**config.mk**
```make
export PLATFORM = sky130hd
export DESIGN_NAME = mult_issue_ctrl
export DESIGN_NICKNAME = d
export VERILOG_FILES = /design/src/rtl/mult_issue_ctrl.sv
export SDC_FILE = /design/constraint.sdc
export NUM_CORES = 1
export LEC_CHECK = 0
export BUFFER_PORTS_ARGS = -buffer_cell sky130_fd_sc_hd__buf_4
export CAP_MARGIN = 10
export CELL_PAD_IN_SITES_DETAIL_PLACEMENT = 2
export CELL_PAD_IN_SITES_GLOBAL_PLACEMENT = 2
export CORE_MARGIN = 2
export CORE_UTILIZATION = 35
export CTS_CLUSTER_SIZE = 8
export DETAILED_ROUTE_END_ITERATION = 10
export GPL_ROUTABILITY_DRIVEN = 0
export PLACE_DENSITY_LB_ADDON = 0.1
export SLEW_MARGIN = 40
export SYNTH_ARGS = -nofsm -noshare
export SYNTH_HDL_FRONTEND = slang
export SYNTH_SLANG_ARGS = --single-unit
```
**constraint.sdc**
```tcl
create_clock -name clk -period 2.9 [get_ports clk]
set_input_delay 0.29 -clock clk [delete_from_list [all_inputs] [get_ports clk]]
set_output_delay 0.29 -clock clk [all_outputs]
set_load 0.05 [all_outputs]
```
**src/rtl/mult_issue_ctrl.sv**
```systemverilog
// ---------------------------------------------------------------------------
// mult_issue_ctrl
//   Issue controller for RV32M multiplies (MUL/MULH/MULHSU/MULHU) feeding one
//   free-running, enable-less 33x33 signed pipelined multiplier (tc tied 1).
//   It builds the sign/zero-extended 33-bit operands, tracks op+tag of every
//   product in flight, and parks finished results in a small FIFO. Because
//   requests are only accepted while outstanding < RES_DEPTH, every product
//   that comes out of the multiplier is guaranteed a FIFO slot, so consumer
//   backpressure never has to stall the multiplier.
//
// Ports
//   clk, rst_n        clock (rising edge), async active-low reset
//   i_req_valid/o_req_ready, i_req_op, i_req_rs1, i_req_rs2, i_req_tag
//                     request handshake; op 00 MUL 01 MULH 10 MULHSU 11 MULHU
//   i_flush           drop all outstanding work
//   o_resp_valid/i_resp_ready, o_resp_data, o_resp_tag
//                     in-order result handshake (FIFO head)
//   o_mult_a, o_mult_b, o_mult_tc, i_mult_product
//                     multiplier interface (operands registered)
//   o_busy            at least one op outstanding
// ---------------------------------------------------------------------------
module mult_issue_ctrl #(
    parameter int XLEN      = 32,
    parameter int TAG_W     = 6,
    parameter int MULT_LAT  = 2,
    parameter int RES_DEPTH = 5
) (
    input  logic                 clk,
    input  logic                 rst_n,
    input  logic                 i_req_valid,
    output logic                 o_req_ready,
    input  logic [1:0]           i_req_op,
    input  logic [XLEN-1:0]      i_req_rs1,
    input  logic [XLEN-1:0]      i_req_rs2,
    input  logic [TAG_W-1:0]     i_req_tag,
    input  logic                 i_flush,
    output logic                 o_resp_valid,
    input  logic                 i_resp_ready,
    output logic [XLEN-1:0]      o_resp_data,
    output logic [TAG_W-1:0]     o_resp_tag,
    output logic [XLEN:0]        o_mult_a,
    output logic [XLEN:0]        o_mult_b,
    output logic                 o_mult_tc,
    input  logic [2*XLEN+1:0]    i_mult_product,
    output logic                 o_busy
);

    localparam int CNT_W = $clog2(RES_DEPTH + 1);
    localparam int PTR_W = (RES_DEPTH > 1) ? $clog2(RES_DEPTH) : 1;

    localparam logic [1:0] OP_MUL    = 2'b00;
    localparam logic [1:0] OP_MULH   = 2'b01;
    localparam logic [1:0] OP_MULHSU = 2'b10;

    logic [CNT_W-1:0] r_outstanding;
    logic [CNT_W-1:0] r_fifo_cnt;
    logic [PTR_W-1:0] r_wr_ptr;
    logic [PTR_W-1:0] r_rd_ptr;
    logic [XLEN-1:0]  r_mem_data [RES_DEPTH];
    logic [TAG_W-1:0] r_mem_tag  [RES_DEPTH];
    logic [XLEN:0]    r_mult_a;
    logic [XLEN:0]    r_mult_b;
    logic [MULT_LAT:0] r_trk_valid;
    logic [1:0]       r_trk_op  [MULT_LAT+1];
    logic [TAG_W-1:0] r_trk_tag [MULT_LAT+1];

    logic             w_accept;
    logic             w_pop;
    logic             w_push;
    logic             w_a_ext;
    logic             w_b_ext;
    logic [XLEN-1:0]  w_push_data;
    logic [1:0]       w_unused_prod_msbs;

    // Ready depends only on registered occupancy and flush, never on the
    // consumer side, so no combinational path from i_resp_ready exists.
    assign o_req_ready  = !i_flush && (r_outstanding < CNT_W'(RES_DEPTH));
    assign w_accept     = i_req_valid && o_req_ready;
    assign o_resp_valid = (r_fifo_cnt != '0);
    assign w_pop        = o_resp_valid && i_resp_ready;
    assign o_resp_data  = r_mem_data[r_rd_ptr];
    assign o_resp_tag   = r_mem_tag[r_rd_ptr];
    assign o_busy       = (r_outstanding != '0);
    assign o_mult_a     = r_mult_a;
    assign o_mult_b     = r_mult_b;
    assign o_mult_tc    = 1'b1;

    // rs1 is signed for MULH/MULHSU, rs2 only for MULH; the 33rd bit carries it.
    assign w_a_ext = ((i_req_op == OP_MULH) || (i_req_op == OP_MULHSU)) && i_req_rs1[XLEN-1];
    assign w_b_ext = (i_req_op == OP_MULH) && i_req_rs2[XLEN-1];

    // A product whose tracker slot was killed by flush this cycle is dropped.
    assign w_push      = r_trk_valid[MULT_LAT] && !i_flush;
    assign w_push_data = (r_trk_op[MULT_LAT] == OP_MUL) ? i_mult_product[XLEN-1:0]
                                                        : i_mult_product[2*XLEN-1:XLEN];
    assign w_unused_prod_msbs = i_mult_product[2*XLEN+1:2*XLEN];

    // Operand registers: zero when idle so the multiplier sees clean inputs.
    always_ff @(posedge clk or negedge rst_n) begin
        if (!rst_n) begin
            r_mult_a <= '0;
            r_mult_b <= '0;
        end else if (w_accept) begin
            r_mult_a <= {w_a_ext, i_req_rs1};
            r_mult_b <= {w_b_ext, i_req_rs2};
        end else begin
            r_mult_a <= '0;
            r_mult_b <= '0;
        end
    end

    // Tracker: stage 0 lines up with the operand registers, stage MULT_LAT
    // lines up with the product of that same op.
    always_ff @(posedge clk or negedge rst_n) begin
        if (!rst_n) begin
            r_trk_valid <= '0;
            for (int k = 0; k <= MULT_LAT; k++) begin
                r_trk_op[k]  <= '0;
                r_trk_tag[k] <= '0;
            end
        end else begin
            r_trk_valid[0] <= w_accept;
            r_trk_op[0]    <= i_req_op;
            r_trk_tag[0]   <= i_req_tag;
            for (int k = 1; k <= MULT_LAT; k++) begin
                r_trk_valid[k] <= r_trk_valid[k-1];
                r_trk_op[k]    <= r_trk_op[k-1];
                r_trk_tag[k]   <= r_trk_tag[k-1];
            end
            if (i_flush) begin
                r_trk_valid <= '0;
            end
        end
    end

    // Result FIFO with modulo-RES_DEPTH pointers; storage is reset so the
    // response outputs read as zero after reset.
    always_ff @(posedge clk or negedge rst_n) begin
        if (!rst_n) begin
            r_wr_ptr   <= '0;
            r_rd_ptr   <= '0;
            r_fifo_cnt <= '0;
            for (int k = 0; k < RES_DEPTH; k++) begin
                r_mem_data[k] <= '0;
                r_mem_tag[k]  <= '0;
            end
        end else if (i_flush) begin
            r_wr_ptr   <= '0;
            r_rd_ptr   <= '0;
            r_fifo_cnt <= '0;
        end else begin
            if (w_push) begin
                r_mem_data[r_wr_ptr] <= w_push_data;
                r_mem_tag[r_wr_ptr]  <= r_trk_tag[MULT_LAT];
                r_wr_ptr <= (r_wr_ptr == PTR_W'(RES_DEPTH - 1)) ? '0 : r_wr_ptr + PTR_W'(1);
            end
            if (w_pop) begin
                r_rd_ptr <= (r_rd_ptr == PTR_W'(RES_DEPTH - 1)) ? '0 : r_rd_ptr + PTR_W'(1);
            end
            case ({w_push, w_pop})
                2'b10:   r_fifo_cnt <= r_fifo_cnt + CNT_W'(1);
                2'b01:   r_fifo_cnt <= r_fifo_cnt - CNT_W'(1);
                default: r_fifo_cnt <= r_fifo_cnt;
            endcase
        end
    end

    // Outstanding = accepted but not yet popped; bounds FIFO occupancy.
    always_ff @(posedge clk or negedge rst_n) begin
        if (!rst_n) begin
            r_outstanding <= '0;
        end else if (i_flush) begin
            r_outstanding <= '0;
        end else begin
            case ({w_accept, w_pop})
                2'b10:   r_outstanding <= r_outstanding + CNT_W'(1);
                2'b01:   r_outstanding <= r_outstanding - CNT_W'(1);
                default: r_outstanding <= r_outstanding;
            endcase
        end
    end

endmodule

```
Word level (Yosys, flattened, before mapping). Index checks and enable logic that the tools add are counted.

Output and inout bits: 108. Bits in registers: 295.

Magnitude comparators: 4. Reduce and logical (&&, ||, !) cells: 17. Bitwise operators: 3. Mux-type cells: 26. Eq/ne operators: 8. $add $sub $neg: 6.

Operator list (count): bitwise mux 160 bit (1); 2-to-1 mux 32 bit (4); binary-select mux 32 bit (select 3 bit) (1); demux 32 bit (select 3 bit) (1); 2-to-1 mux 33 bit (2); bitwise mux 30 bit (1); 2-to-1 mux 3 bit (9); binary-select mux 6 bit (select 3 bit) (1); demux 6 bit (select 3 bit) (1); 2-to-1 mux 6 bit (3); adder 3 x 1 -> 3 bit, second input constant (4); one-hot mux 3 bit (2 select lines) (2); nonzero test 3 bit (4); greater-or-equal comparator 4 bit, second input constant (2); inverter 3 -> 4 bit (2); logical AND 1 bit (7); equality test 2 x 1 -> 1 bit, second input constant (3); equality test 2 bit, second input constant (3); equality test 3 bit, second input constant (2); subtractor 3 x 1 -> 3 bit, second input constant (2); < comparator 4 x 1 -> 1 bit, second input constant (1); nonzero test 2 bit (2); < comparator 3 bit, second input constant (1); zero test 2 bit (1); 4 further kinds (4).

Logic depth before layout (Yosys ltp).
Depth in word-level cells: 6. Depth in mapped cells: 9. Mapped depth without buffers: 9.

Worst setup path after synthesis. Ideal clock, no wire load.

Kind: reg2out. From: register r_rd_ptr[0]. To: output port o_resp_data[10]. Required time: 2610 ps. Buffers on the path: 2. Slack: 449 ps. Stages on the path, launching flop included: 6. Data arrival time: 2161 ps. Cells stage by stage: dfrtp_1 > buf_2 > buf_2 > mux4_2 > inv_1 > o21ai_0.

Longest elaborated chain between the ends: 4.

Ends and longest elaborated chain: start, declared (line 58) `logic [PTR_W-1:0] r_rd_ptr;`; start signal, assigned (line 158) `r_rd_ptr <= (r_rd_ptr == PTR_W'(RES_DEPTH - 1)) ? '0 : r_rd_ptr + PTR_W'(1);`; inverter 3 -> 4 bit (not written as such) (line 81) `assign o_resp_data = r_mem_data[r_rd_ptr];`; binary-select mux 32 bit (select 3 bit) (line 81); 2-to-1 mux 32 bit (not written as such) (2 in series) (line 81); end, declared (line 39) `output logic [XLEN-1:0] o_resp_data,`.

No other way between the ends. The select of a mux whose other input is x is not followed.

Worst setup path in the final report.
From: register r_rd_ptr[0]. To: output port o_resp_data[31].

The elaborated chain is that of the path after synthesis.

==> run metrics <==
CTS buffer count 42; main combinational cell family by area after synthesis multiplexers; # fillers 3461; FF-to-FF setup slack 0.70 ns; routed len/inst 20.6 um; DRC 0; Min Hold Slack approximately 0.015 ns; gr ovfl total 0; synth warn 0; commonest non-fill, non-tap cell in the layout dfrtp_1; Leak 7.88 nW; CP startpoint r_rd_ptr[0]; post-synthesis xor/xnor area fraction less than 1%; critical path type reg2out; drt via density 5.00; Compound-Gate Fraction of Synth Area 8.80%; Fin. Hold Viols 0; Total Routed Length 37300 um; Initial Utilization about a third; number of flops mapped to enable cells by yosys 0; routed vias 9048; die height 190 um; Detailed Route Iter0 Violations 316; port bufs 247; Final Skew 0.0163 ns; pin count of the biggest net entering global routing 80; reg2reg path depth 5; max-capacitance violation count 0; initial antenna violation count 0; DP Worst Slack around 0.65 ns; share of the synthesized area in the top cell type 60.8%; sequential share of the synthesized area 60.8%; Detail Placement HPWL about 23000 um; period utilization 92.4%; root buffer cell clkbuf_16; fin nets 1500; simple-gate share of the synthesized area between 10% and 20%; number of synthesized register bits roughly 300; number of distinct library cells after synthesis 36; # resized after CTS 0; Slew Limit Fails 0; CTS tree yes; multiplexer area fraction after synthesis 13.0%; pwr dens 768 nW/um2; Worst Path Required ~2.6 ns; total power 12.4 mW; clock slew at reported path FFs about 0.050 ns; VDD IR-drop max ~380 uV; fraction of registers with async set/reset 100%; H-tree Lvls 2; number of antenna cells inserted 0; ranking of synthesized cells by area dfrtp_1, mux4_2, o21ai_0; ys flop type dfrtp_1; area of the mapped netlist 12100 um2; RSZ-0062 raised after global routing false; Setup crit start kind register; RR Endpoint r_mem_data[105]; cell taking the most area after synthesis dfrtp_1; Peak Freq roughly 0.37 GHz; most frequent cells in the layout dfrtp_1, buf_4, nand2_1, o21ai_0, and3_1; crit path capture type output port; row count 68; syn_nets 1204; CP Data Arrival Time 2.39 ns; IO Pins approximately 250; Avg Cell Area, Syn 11.5 um2; TritonRoute pass-1 iters 4; TritonCTS Sinks 295; Worst-Skew Late Latency about 0.52 ns; final core utilization 47.1%; area delta synth->final 33.2%; Overall Global Routing Usage 21.3%; ANT nets after route 0; Min-Delay Path Class in2reg; CP max FO 15; cells after synthesis 1054; Die Wd between 150 and 200 um; Tmin final 2.68 ns; register area 7390 um2; setup TNS 0 ns; Post-Synth Adder-Cell Area 0.845%; layout cells sized above 1 about 30%; Worst-Margin Slew around 0.66 ns; Reg-to-Reg Start r_trk_valid[2]; Core ar. 34400 um2; outcome finished, final reports clean; setup slack after layout 0.221 ns; Die ar. roughly 36000 um2; count of final setup violators 0; number of global-route vias before repair 10534; Setup crit end o_resp_data[31]; Longest Clk Path Bufs 3; Worst slew margin 56.1%; multi-input combinational cell area 4250 um2; first-pass GRT wire length 59900 um
[Yosys cell counts (2+ instances only)]
library cell / count
mux4_2: 38
and3_1: 67
nand2_1: 171
clkbuf_1: 43
nor3_1: 5
or3_1: 4
xnor2_1: 2
inv_1: 45
nand2b_1: 3
nand3_2: 2
buf_2: 11
nor2b_1: 7
o21ai_0: 170
buf_4: 13
buf_1: 4
nor2_1: 45
fa_1: 2
buf_6: 4
and2_1: 2
mux2_4: 3
mux2i_1: 36
nand3_1: 2
nor3b_1: 2
a21oi_1: 36
mux2_2: 28
dfrtp_1: 295
ha_1: 5
[sequential cells by signal, indices dropped and copies added (netlist names)]
| name | flops |
|---|---|
| r_outstanding | 3 |
| o_mult_a | 33 |
| r_mem_data | 160 |
| r_mem_tag | 30 |
| r_fifo_cnt | 3 |
| r_trk_tag | 18 |
| r_rd_ptr | 3 |
| r_trk_op | 6 |
| r_wr_ptr | 3 |
| r_trk_valid | 3 |
| o_mult_b | 33 |
[routing by layer]
| layer | GRT usage (%) | up-vias | part of all wire, % |
|---|---|---|---|
| met1 | 25.4 | 4637 | 40 |
| li1 | - | 4147 | - |
| met5 | 0 | - | 0 |
| met4 | 6.05 | 0 | 2.3 |
| met2 | 38.1 | 203 | 51 |
| met3 | 5.52 | 61 | 6.0 |
[report_power, final]
group	internal [mW]	switching, mW	leakage [nW]
Combinational	1.24	2.07	3.35
Clock	2.70	1.74	0.557
Sequential	4.43	0.246	3.97
[through the flow]
stage          area [um2]  std cells
6_report            16200       1808
5_1_grt             16200       1808
4_1_cts             16100       1805
3_5_place_dp        14500       1710
3_3_place_gp        14500       1710
2_1_floorplan       12100       1054
[logic make-up (layout without fill, tap and decap cells)]
logic type	count (synthesis)	after routing
other cells	1	1
fa+ha+maj	7	7
compound gates	209	209
xor+xnor	2	2
mux	105	105
simple gates	315	315
buf+inv	120	419
flops	295	295
[how the worst min path moves through the flow]
stage | from | endpoint | slack (ns) | cells after the start
CTS | i_req_rs2[7] | o_mult_b[7] | 0.002 | 2
finish | i_req_rs1[18] | o_mult_a[18] | 0.01 | 2
global placement | r_trk_op[4] | r_trk_op[2] | 0.33 | 0
global route | i_req_rs2[9] | o_mult_b[9] | 0.0004 | 2
detailed placement | r_trk_tag[11] | r_trk_tag[5] | 0.34 | 0
floorplan | rst_n | o_mult_a[0] | -0.006 | 0
[layout make-up]
type | instances | share of cell area [%]
sequential | 295 | 45.7
multi-input combinational | 639 | 26.3
timing repair buffer | 327 | 16.5
clock buffer | 47 | 7.01
tap | 455 | 3.52
inverter | 45 | 1.04
[repair_timing]
action	in CTS	in global routing
buffers inserted	0	0
hold buffers	48	3
hold endpoints to repair	118	3
[critical path, cell delays in order, from the launching register on]
cell,delay [ns]
dfrtp_4,0.62
buf_4,0.29
mux4_2,0.53
inv_1,0.08
o21ai_0,0.10
buf_4,0.24
No activity file was read; power rests on OpenSTA's default activity.
